**src/rtl/mcu0_loader.sv**
```systemverilog
// mcu0_loader: program loader for the mcu0 memory word-write port.
// Receives a byte stream over a valid/ready handshake, laid out as
//   N_hi, N_lo, N x (word_hi, word_lo), checksum
// and writes the big-endian words to byte addresses 0, 2, 4, ...
// The trailing checksum byte must equal the XOR of every byte before it.
// cpu_run is raised only after that check succeeds.
//
// Ports:
//   clock     system clock; all state changes on its rising edge
//   reset_n   synchronous active-low reset
//   start     begin or restart a load; honoured only in IDLE, DONE and ERR
//   in_valid  in_data carries a byte this cycle
//   in_data   stream byte
//   in_ready  loader can take a byte this cycle
//   mw        memory write strobe, one-cycle pulse per word
//   mwi       memory byte address of the word being written
//   mwd       word being written, {high byte, low byte}
//   cpu_run   program loaded and verified; the mcu may run
//   done      load finished with a good checksum (level)
//   error     header count too large or checksum bad (level)
module mcu0_loader #(
  parameter int unsigned AW   = 12,
  parameter int unsigned DW   = 16,
  parameter int unsigned MAXW = 2048
) (
  input  logic          clock,
  input  logic          reset_n,
  input  logic          start,
  input  logic          in_valid,
  input  logic [7:0]    in_data,
  output logic          in_ready,
  output logic          mw,
  output logic [AW-1:0] mwi,
  output logic [DW-1:0] mwd,
  output logic          cpu_run,
  output logic          done,
  output logic          error
);

  // Width of the header word count and of the running word counter.
  localparam int unsigned NW = 16;
  localparam int unsigned BW = 8;

  localparam logic [3:0] S_IDLE    = 4'd0;
  localparam logic [3:0] S_HDR_HI  = 4'd1;
  localparam logic [3:0] S_HDR_LO  = 4'd2;
  localparam logic [3:0] S_DATA_HI = 4'd3;
  localparam logic [3:0] S_DATA_LO = 4'd4;
  localparam logic [3:0] S_WRITE   = 4'd5;
  localparam logic [3:0] S_CSUM    = 4'd6;
  localparam logic [3:0] S_DONE    = 4'd7;
  localparam logic [3:0] S_ERR     = 4'd8;

  logic [3:0]    state, state_nxt;
  logic [NW-1:0] n_q, n_nxt;
  logic [NW-1:0] cnt_q, cnt_nxt;
  logic [AW-1:0] addr_q, addr_nxt;
  logic [BW-1:0] hi_q, hi_nxt;
  logic [BW-1:0] csum_q, csum_nxt;
  logic [AW-1:0] mwi_nxt;
  logic [DW-1:0] mwd_nxt;
  logic          in_ready_nxt, mw_nxt, done_nxt, error_nxt, cpu_run_nxt;
  logic          xfer;
  logic [NW-1:0] hdr;

  // in_ready is registered from the next state, so it always matches the
  // current state and can be used directly to qualify a transfer.
  assign xfer = in_valid & in_ready;
  assign hdr  = {n_q[NW-1:BW], in_data};

  // State and datapath registers.
  always_ff @(posedge clock) begin
    if (!reset_n) begin
      state    <= S_IDLE;
      n_q      <= '0;
      cnt_q    <= '0;
      addr_q   <= '0;
      hi_q     <= '0;
      csum_q   <= '0;
      in_ready <= 1'b0;
      mw       <= 1'b0;
      mwi      <= '0;
      mwd      <= '0;
      cpu_run  <= 1'b0;
      done     <= 1'b0;
      error    <= 1'b0;
    end else begin
      state    <= state_nxt;
      n_q      <= n_nxt;
      cnt_q    <= cnt_nxt;
      addr_q   <= addr_nxt;
      hi_q     <= hi_nxt;
      csum_q   <= csum_nxt;
      in_ready <= in_ready_nxt;
      mw       <= mw_nxt;
      mwi      <= mwi_nxt;
      mwd      <= mwd_nxt;
      cpu_run  <= cpu_run_nxt;
      done     <= done_nxt;
      error    <= error_nxt;
    end
  end

  // Next-state, datapath and output decode.
  always_comb begin
    state_nxt = state;
    n_nxt     = n_q;
    cnt_nxt   = cnt_q;
    addr_nxt  = addr_q;
    hi_nxt    = hi_q;
    csum_nxt  = csum_q;
    mwi_nxt   = mwi;
    mwd_nxt   = mwd;

    case (state)
      S_IDLE, S_DONE, S_ERR: begin
        if (start) begin
          state_nxt = S_HDR_HI;
          cnt_nxt   = '0;
          addr_nxt  = '0;
          csum_nxt  = '0;
        end
      end
      S_HDR_HI: begin
        if (xfer) begin
          n_nxt     = {in_data, n_q[BW-1:0]};
          csum_nxt  = csum_q ^ in_data;
          state_nxt = S_HDR_LO;
        end
      end
      S_HDR_LO: begin
        if (xfer) begin
          n_nxt    = hdr;
          csum_nxt = csum_q ^ in_data;
          if (hdr > NW'(MAXW))   state_nxt = S_ERR;
          else if (hdr == '0)    state_nxt = S_CSUM;
          else                   state_nxt = S_DATA_HI;
        end
      end
      S_DATA_HI: begin
        if (xfer) begin
          hi_nxt    = in_data;
          csum_nxt  = csum_q ^ in_data;
          state_nxt = S_DATA_LO;
        end
      end
      S_DATA_LO: begin
        // Word and address are captured here so they are on the port
        // during the WRITE cycle and then hold until the next word.
        if (xfer) begin
          csum_nxt  = csum_q ^ in_data;
          mwi_nxt   = addr_q;
          mwd_nxt   = DW'({hi_q, in_data});
          state_nxt = S_WRITE;
        end
      end
      S_WRITE: begin
        // After the last word (N = MAXW) the address wraps to 0; unused.
        addr_nxt = addr_q + AW'(2);
        cnt_nxt  = cnt_q + NW'(1);
        if (cnt_q + NW'(1) == n_q) state_nxt = S_CSUM;
        else                       state_nxt = S_DATA_HI;
      end
      S_CSUM: begin
        if (xfer) begin
          if (in_data == csum_q) state_nxt = S_DONE;
          else                   state_nxt = S_ERR;
        end
      end
      default: state_nxt = S_IDLE;
    endcase

    in_ready_nxt = (state_nxt == S_HDR_HI) || (state_nxt == S_HDR_LO) ||
                   (state_nxt == S_DATA_HI) || (state_nxt == S_DATA_LO) ||
                   (state_nxt == S_CSUM);
    mw_nxt       = (state_nxt == S_WRITE);
    done_nxt     = (state_nxt == S_DONE);
    cpu_run_nxt  = (state_nxt == S_DONE);
    error_nxt    = (state_nxt == S_ERR);
  end

endmodule

```
**config.mk**
```make
export PLATFORM = sky130hd
export DESIGN_NAME = mcu0_loader
export DESIGN_NICKNAME = d
export VERILOG_FILES = /design/src/rtl/mcu0_loader.sv
export SDC_FILE = /design/constraint.sdc
export NUM_CORES = 1
export LEC_CHECK = 0
export CORE_MARGIN = 4
export CORE_UTILIZATION = 52
export CTS_CLUSTER_SIZE = 20
export DETAILED_ROUTE_END_ITERATION = 12
export GPL_TIMING_DRIVEN = 0
export MAX_ROUTING_LAYER = met4
export PLACE_DENSITY_LB_ADDON = 0.1
export SLEW_MARGIN = 30
export SYNTH_ARGS = -nofsm -noshare
export SYNTH_HDL_FRONTEND = slang
export SYNTH_SLANG_ARGS = --single-unit
```
**constraint.sdc**
```tcl
create_clock -name clock -period 2.1 [get_ports clock]
set_input_delay 0.42 -clock clock [delete_from_list [all_inputs] [get_ports clock]]
set_output_delay 0.42 -clock clock [all_outputs]
set_load 0.01 [all_outputs]
```
==> results of run 1 <==
## sequential cells by signal (all words and copies together), names as in the netlist
| signal | cells |
|---|---|
| mw | 1 |
| in_ready | 1 |
| n_q | 16 |
| cnt_q | 16 |
| mwi | 11 |
| error | 1 |
| hi_q | 8 |
| mwd | 16 |
| state | 4 |
| csum_q | 8 |
| done | 1 |
| addr_q | 11 |
## power breakdown
| part | internal, uW | switching, uW | total [uW] | leakage [uW] |
|---|---|---|---|---|
| sequential | 1790 | 10.2 | 1800 | 0.000760 |
| combinational | 102 | 209 | 312 | 0.000976 |
| clock | 453 | 711 | 1160 | 0.0000858 |
## layer usage
layer  vias up  global-route usage  share of wire
met4         0              0.0886          0.016
met5         -                   -              0
met1      2118               0.339           0.45
met2       138               0.413           0.47
met3        18              0.0440          0.058
li1       2202                   -              -
## metrics by stage
| step | setup TNS [ns] | hold WS (ns) |
|---|---|---|
| final | -0.0268 | 0.375 |
| after global routing | -0.247 | 0.403 |
| after CTS | 0 | 0.366 |
| after detailed placement | -22.83 | 0.446 |
| after global placement | -21.40 | 0.444 |
| after floorplan | 0 | 0.431 |
## cell usage in the layout, fill, tap and decap left out, types with 3 or more instances in the layout
master | Yosys | routed
nor3_4 | 0 | 3
o21a_1 | 3 | 3
a311oi_1 | 4 | 4
and2_1 | 5 | 4
inv_1 | 3 | 3
and3_1 | 8 | 8
nand2_1 | 104 | 101
clkdlybuf4s50_1 | 0 | 35
nor2_1 | 43 | 38
nand2_2 | 0 | 3
clkbuf_1 | 38 | 20
dfxtp_1 | 94 | 90
clkbuf_8 | 0 | 9
nor3_1 | 12 | 10
o21ai_0 | 32 | 32
xor2_1 | 11 | 10
nand2b_1 | 7 | 7
nand3_2 | 1 | 3
buf_2 | 5 | 4
nand3_1 | 31 | 29
mux2i_1 | 8 | 8
nor3b_1 | 4 | 3
a211oi_1 | 10 | 10
buf_4 | 5 | 14
nand4b_1 | 8 | 8
nor2_2 | 0 | 3
a21oi_1 | 79 | 79
dfxtp_2 | 0 | 3
nand4_1 | 8 | 8
nand3b_1 | 4 | 4
inv_6 | 0 | 3
xnor2_1 | 16 | 16
clkbuf_2 | 0 | 9
a31oi_1 | 4 | 4
nor4_1 | 6 | 5
## cell type report
cell class	instances	area share
flip-flops and latches	94	0.340
plain buffers	40	0.0360
clock inverters	6	0.00946
inverters	4	0.00270
multi-input cells	452	0.489
repair buffers	44	0.0752
clock buffers	10	0.0230
well taps	108	0.0243
## worst max-delay path, cell delays in order, from the launching register on
cell and delay (ns):
dfxtp_4 0.36, or4_4 0.54, or4_4 0.44, nor3_4 0.13, a211oi_2 0.07, o32ai_4 0.21, buf_4 0.18, nand2_2 0.05
o41ai_2 0.07
## worst paths after layout
kind	startpoint	to	slack (ns)	cells after the start
worst min-delay path	in_data[0]	mwd[0]	0.38	3
worst max register to register	n_q[12]	state[2]	-0.03	8
worst max-delay path	n_q[12]	state[2]	-0.03	8
worst min register to register	mwi[4]	mwi[4]	0.46	2
## cell families (layout without fill, tap and decap cells)
logic type,after synthesis,in the layout,synth area share
compound gates,155,155,0.200
xor+xnor,28,28,0.0563
fa+ha+maj,2,2,0.00533
buf+inv,53,104,0.0493
flops,94,94,0.401
mux,9,9,0.0195
other cells,1,1,0.000799
simple gates,257,257,0.268
## timing repair
| action | 4_1_cts | 5_1_grt |
|---|---|---|
| gates resized for setup | 16 | 36 |
| cloned | 0 | 0 |
| setup buffers | 6 | 3 |
| setup endpoints to repair | 61 | 62 |
| hold endpoints to repair | 0 | 0 |
| pin swaps | 4 | 6 |
==> reports/metrics.yaml, run 1 <==
synth-edff-count: 0
fin_skew_ns: 0.0134
maxSlewViolCount: 0
drcViolationCount: 0
clock_sink_count: 94
synthArstFlopShare: 0
final_cells: 758
seq_area_sq_mm: 0.00189
synthTopCellsByArea: "dfxtp_1 (40%), a21oi_1 (8.4%), nand2_1 (8.3%), nor2_1 (3.4%), o21ai_0 (3.4%)"
grt_pass1_wl_microns: 21200
first_pass_iters: 5
synth_top_area_cell: "dfxtp_1"
diodes: 0
track_usage: 0.261
avgRoutedWirePerCell_microns: 16.9
yosys-top-cells-count: "nand2_1 (104), dfxtp_1 (94), a21oi_1 (79), nor2_1 (43), clkbuf_1 (38)"
end_kind: "flop"
dp_slack_ns: -0.484
n_fill_cell: 775
yosysMostFrequentCell: "nand2_1"
multiInputGateArea_sq_mm: 0.00272
cts_tree: "built"
initial_core_util: 0.535
clock_path_buffers: 2
drt_iter0_drc: 307
post-dp-hpwl_microns: 8800
syn_inst: 599
core_area_sq_mm: 0.00876
drive_gt1_frac: 0.135
ys_ff_latch: 94
clock_latency_ns: 0.37
cts_buffers: 9
violations: "setup timing"
die-area_sq_mm: 0.0106
fmax_mhz: 470
yosysSeqAreaShare: 0.401
design_area_sq_mm: 0.00556
gp_congestion: 0.904
ios: 45
drt-vias-per-instance: 5.91
routed_wl_microns: 12800
max_cap_violations: 0
setup_ws_ns: -0.0268
ys_warn_count: 0
finalSetupViolations: 1
root_buffer: "clkbuf_8"
dpl.cell_count: 742
synth_top_area_share: 0.401
rsz0062_at_grt: "true"
grt_pass1_vias: 4375
fin_nets: 659
cts_max_level: 3
rows: 34
relSlewSlack: 0.558
critPathRequiredTime_ns: 2.38
synth_ff_type: "dfxtp_1"
critPathKind: "reg2reg"
path_max_fanout: 4
grt_start_max_net_pins: 18
synth_area_per_cell_sq_um: 7.83
min_period_over_period: 1.01
synthDistinctLibCells: 59
die_w_microns: 103
worstMarginPinSlew_ns: 0.663
crit_arrival_ns: 2.41
outcome: "finished, violations left"
overflow: 0
synth_nets: 613
clk_pin_slew_ns: 0.10
fp.dieH_microns: 103
ctsHoldBuffers: 0
power_density_mw_per_mm2: 590
p_leak_uw: 0.00182
post-route-util: 0.634
synth_area_sq_mm: 0.00469
vias: 4476
final-hold-violation-count: 0
fin_crit_ns: 2.13
vdd_drop_max_uv: 389
min_path_type: "in2reg"
dpl-instance-area_sq_mm: 0.00518
syn_to_final_growth_pct: 18.5
ant_nets: 0
grt_antenna_before_repair: 0
total_power_uw: 3280
port_buffers: 35
cp-start-kind: "flop"
No activity file was read; power rests on OpenSTA's default activity.
==> inputs of run 2 (changes only) <==
--- a/config.mk
+++ b/config.mk
@@ -6,7 +6,7 @@
 export NUM_CORES = 1
 export LEC_CHECK = 0
 export CORE_MARGIN = 4
-export CORE_UTILIZATION = 52
+export CORE_UTILIZATION = 57
 export CTS_CLUSTER_SIZE = 20
 export DETAILED_ROUTE_END_ITERATION = 12
 export GPL_TIMING_DRIVEN = 0
==> constraint.sdc (replaced) <==
create_clock -name clock -period 2.2 [get_ports clock]
set_input_delay 0.44 -clock clock [delete_from_list [all_inputs] [get_ports clock]]
set_output_delay 0.44 -clock clock [all_outputs]
set_load 0.01 [all_outputs]
==> run 2 against run 1 <==
Net effect: the run now ends clean; final area down 0.41%; routed wire length grew 0.36%; via count is 2.1% higher; global-route usage up 1.3 points; die area shrank 8.1%; core utilization up 7.1 points; clock skew about the same; sequential power shrank 4%; critical path type unchanged; largest cell class unchanged.
==> reports/metrics.yaml, run 2 (synthesis results as in run 1) <==
routed_wl_microns: 12800
grt_start_max_net_pins: 17
grt_pass1_wl_microns: 21100
ant_nets: 0
cts_buffers: 9
mostFrequentLayoutCell: "nand2_1"
end_kind: "flop"
worstMarginPinSlew_ns: 0.658
crit_arrival_ns: 2.45
cp-start-kind: "flop"
syn_to_final_growth_pct: 18.0
min_period_over_period: 0.977
die_w_microns: 98.7
track_usage: 0.275
rsz0062_at_grt: "true"
final-hold-violation-count: 0
grt_pass1_vias: 4323
port_buffers: 35
gp_congestion: 0.940
final_cells: 752
rows: 32
clock_path_buffers: 2
diodes: 0
vias: 4568
critPathKind: "reg2reg"
rrSetupSlack_ns: 0.05
critPathRequiredTime_ns: 2.50
ios: 45
drcViolationCount: 0
power_density_mw_per_mm2: 579
post-dp-hpwl_microns: 8870
drt_iter0_drc: 384
root_buffer: "clkbuf_8"
clock_sink_count: 94
drive_gt1_frac: 0.135
dpl.cell_count: 736
fp.dieH_microns: 98.7
fmax_mhz: 465
first_pass_iters: 5
path_max_fanout: 4
overflow: 0
clk_pin_slew_ns: 0.10
fin_skew_ns: 0.0131
avgRoutedWirePerCell_microns: 17.0
outcome: "complete, no violations"
drt-vias-per-instance: 6.07
grt_antenna_before_repair: 0
layout_common_cells: "nand2_1 (103), dfxtp_1 (87), a21oi_1 (77)"
cts_tree: "built"
post-route-util: 0.705
initial_core_util: 0.598
fin_nets: 659
maxSlewViolCount: 0
vdd_drop_max_uv: 512
fin_crit_ns: 2.15
largestRegisters: "cnt_q x16, mwd x16, n_q x16"
max_cap_violations: 0
dpl-instance-area_sq_mm: 0.00517
core_area_sq_mm: 0.00785
die-area_sq_mm: 0.00974
total_power_uw: 3210
design_area_sq_mm: 0.00553
finalSetupViolations: 0
p_leak_uw: 0.00179
clock_latency_ns: 0.36
min_path_type: "in2reg"
relSlewSlack: 0.561
cts_max_level: 3
[run 2: cell types whose count changed in the layout (fill, tap and decap cells not counted), moves of 3 or more]
| cell | before | now |
|---|---|---|
| dfxtp_1 | 90 | 87 |
| buf_4 | 14 | 10 |
| dfxtp_2 | 3 | 7 |
| clkbuf_2 | 9 | 13 |
[run 2: final cells by class]
cell class	count	area, sq um
multi-input cells	452	2700
fillers	681	2310
flip-flops and latches	94	1890
repair buffers	39	380
plain buffers	45	221
clock buffers	10	128
well taps	102	128
clock inverters	6	67.6
inverters	4	15.0
[run 2: timing repair]
action,in CTS,in global routing
buffers inserted,0,4
hold buffers,0,0
pin swaps,1,5
gates cloned,0,0
setup endpoints to repair,30,60
resized for setup,8,52
[run 2: report_power, final]
group / switching (uW) / internal, uW
sequential: 10.8 / 1710
clock: 653 / 533
combinational: 201 / 97.7
total: 865 / 2340
[run 2: worst paths after layout]
kind | from | depth (start not counted) | endpoint
worst min-delay path | in_data[0] | 3 | mwd[0]
worst min register to register | hi_q[3] | 2 | mwd[11]
worst max-delay path | n_q[12] | 7 | mw
worst max register to register | n_q[12] | 7 | mw
[run 2: stage by stage]
stage | TNS (ns) | hold WS (ns) | setup slack [ns]
finish | 0 | 0.420 | 0.0501
global route | -0.0470 | 0.408 | -0.0159
CTS | 0 | 0.405 | 0.00131
detailed placement | -14.87 | 0.448 | -0.378
global placement | -12.86 | 0.440 | -0.351
floorplan | 0 | 0.431 | 0.0966
[run 2: worst max-delay path, stage by stage, from the launching register on]
cell and delay [ns]:
dfxtp_2 0.36, or4_4 0.57, or4_4 0.43, nor3_2 0.14
a211oi_2 0.07, o32ai_4 0.23, nand3_2 0.15, nor2_1 0.14
[run 2: per-layer routing]
| metal | up-vias | part of all wire | global-route usage |
|---|---|---|---|
| met5 | - | 0 | - |
| met4 | 0 | 0.026 | 0.104 |
| met3 | 33 | 0.045 | 0.0439 |
| met2 | 135 | 0.47 | 0.424 |
| met1 | 2202 | 0.46 | 0.363 |
| li1 | 2198 | - | - |
==> inputs of run 3 (changes only) <==
--- a/config.mk
+++ b/config.mk
@@ -12,6 +12,7 @@
 export GPL_TIMING_DRIVEN = 0
 export MAX_ROUTING_LAYER = met4
 export PLACE_DENSITY_LB_ADDON = 0.1
+export SKIP_CTS_REPAIR_TIMING = 1
 export SLEW_MARGIN = 30
 export SYNTH_ARGS = -nofsm -noshare
 export SYNTH_HDL_FRONTEND = slang
==> run 3 against run 2 <==
Net effect: final area shrank 0.47%; sequential share of layout area rose by 0.095 points; routed wire length down 0.47%; sequential cell count did not move; maximum frequency grew 0.32%.
==> reports/metrics.yaml, run 3 (synthesis results as in run 1) <==
outcome: "complete, no violations"
grt_pass1_wl_microns: 21100
vias: 4574
first_pass_iters: 5
ff2ff_path_depth: 7
r2r_end: "done"
die-area_sq_mm: 0.00974
worst_path_most_repeated_cell: "or4_4"
ant_nets: 0
syn_to_final_growth_pct: 17.4
crit_arrival_ns: 2.45
power_density_mw_per_mm2: 582
drive_gt1_frac: 0.114
crit_path_top_delay_cell: "or4_4"
dpl.cell_count: 736
root_buffer: "clkbuf_8"
worstMarginPinSlew_ns: 0.638
layout_common_cells: "nand2_1 (103), dfxtp_1 (90), a21oi_1 (77)"
port_buffers: 35
critPathRequiredTime_ns: 2.50
clk_pin_slew_ns: 0.10
r2r_start: "n_q[12]"
min_path_type: "in2reg"
drt-vias-per-instance: 6.09
fin_skew_ns: 0.0129
routed_wl_microns: 12800
final_cells: 751
min_period_over_period: 0.974
setup_tns_ns: 0
rrSetupSlack_ns: 0.06
fp.dieH_microns: 98.7
critPathKind: "reg2reg"
overflow: 0
clock_path_buffers: 2
path_max_fanout: 4
cts_tree: "built"
max_cap_violations: 0
n_fill_cell: 684
min_from: "in_data[0]"
cts_buffers: 9
end_kind: "flop"
die_w_microns: 98.7
post-dp-hpwl_microns: 8870
rsz0062_at_grt: "true"
final-hold-violation-count: 0
drt_iter0_drc: 394
maxSlewViolCount: 0
clock_sink_count: 94
drcViolationCount: 0
startpoint: "n_q[12]"
grt_start_max_net_pins: 17
p_leak_uw: 0.00178
critPathTopFamily: "simple AND/OR/NAND/NOR gates"
crit_path_cell_trace: "or4_4 -> or4_4 -> nor3_4 -> a211oi_2 -> o32ai_4 -> nand3_2 -> nor2_1"
path_buf_inv: 0
vdd_drop_max_uv: 503
core_area_sq_mm: 0.00785
fmax_mhz: 467
slowest_delay_ns: 0.56
gp_congestion: 0.940
initial_core_util: 0.598
crit_cells: 7
rows: 32
endpoint: "done"
largestRegisters: "cnt_q x16, mwd x16, n_q x16"
ios: 45
diodes: 0
relSlewSlack: 0.575
cp-start-kind: "flop"
cts_max_level: 3
grt_antenna_before_repair: 0
finalSetupViolations: 0
total_power_uw: 3200
fin_nets: 658
track_usage: 0.273
mostFrequentLayoutCell: "nand2_1"
avgRoutedWirePerCell_microns: 17.0
grt_pass1_vias: 4309
clock_latency_ns: 0.37
fin_crit_ns: 2.14
-- run 3: layer usage --
layer | share of wire | GRT usage
met5 | 0 | -
met4 | 0.019 | 0.0977
met3 | 0.054 | 0.0425
met2 | 0.47 | 0.422
met1 | 0.46 | 0.364
-- run 3: through the flow --
step	hold slack, ns	utilization	setup slack (ns)	cell area, sq um
floorplan	0.431	-	0.0966	4690
CTS	0.405	0.684	-0.306	5360
detailed placement	0.448	0.659	-0.378	5170
global route	0.408	0.702	-0.0916	5510
finish	0.413	0.702	0.0570	5510
global placement	0.440	0.659	-0.351	5170
-- run 3: worst min-delay path, stage by stage --
cell     delay, ns
buf_2         0.16
nand2_1       0.08
a21oi_1       0.05
-- run 3: layout make-up --
class | count | area, sq um | share of cell area
clock inverter | 6 | 67.6 | 0.0123
tap | 102 | 128 | 0.0232
multi-input combinational | 452 | 2700 | 0.490
clock buffer | 10 | 128 | 0.0232
inverter | 4 | 15.0 | 0.00273
buffer | 45 | 214 | 0.0388
timing repair buffer | 38 | 373 | 0.0677
sequential | 94 | 1890 | 0.343
-- run 3: worst min path at each step --
stage                         end  slack, ns  cells past startpoint
after floorplan           mwd[10]       0.43                      2
after global placement    mwd[14]       0.44                      2
after detailed placement   mwi[7]       0.45                      2
after CTS                  mwd[0]       0.41                      3
after global routing       mwd[0]       0.41                      3
final                      mwd[0]       0.41                      3
-- run 3: power by group --
group	switching, uW	internal, uW	leakage [uW]
registers	10.7	1710	0.000760
clock network	654	533	0.0000933
logic	200	95.5	0.000929
total	864	2340	0.00178
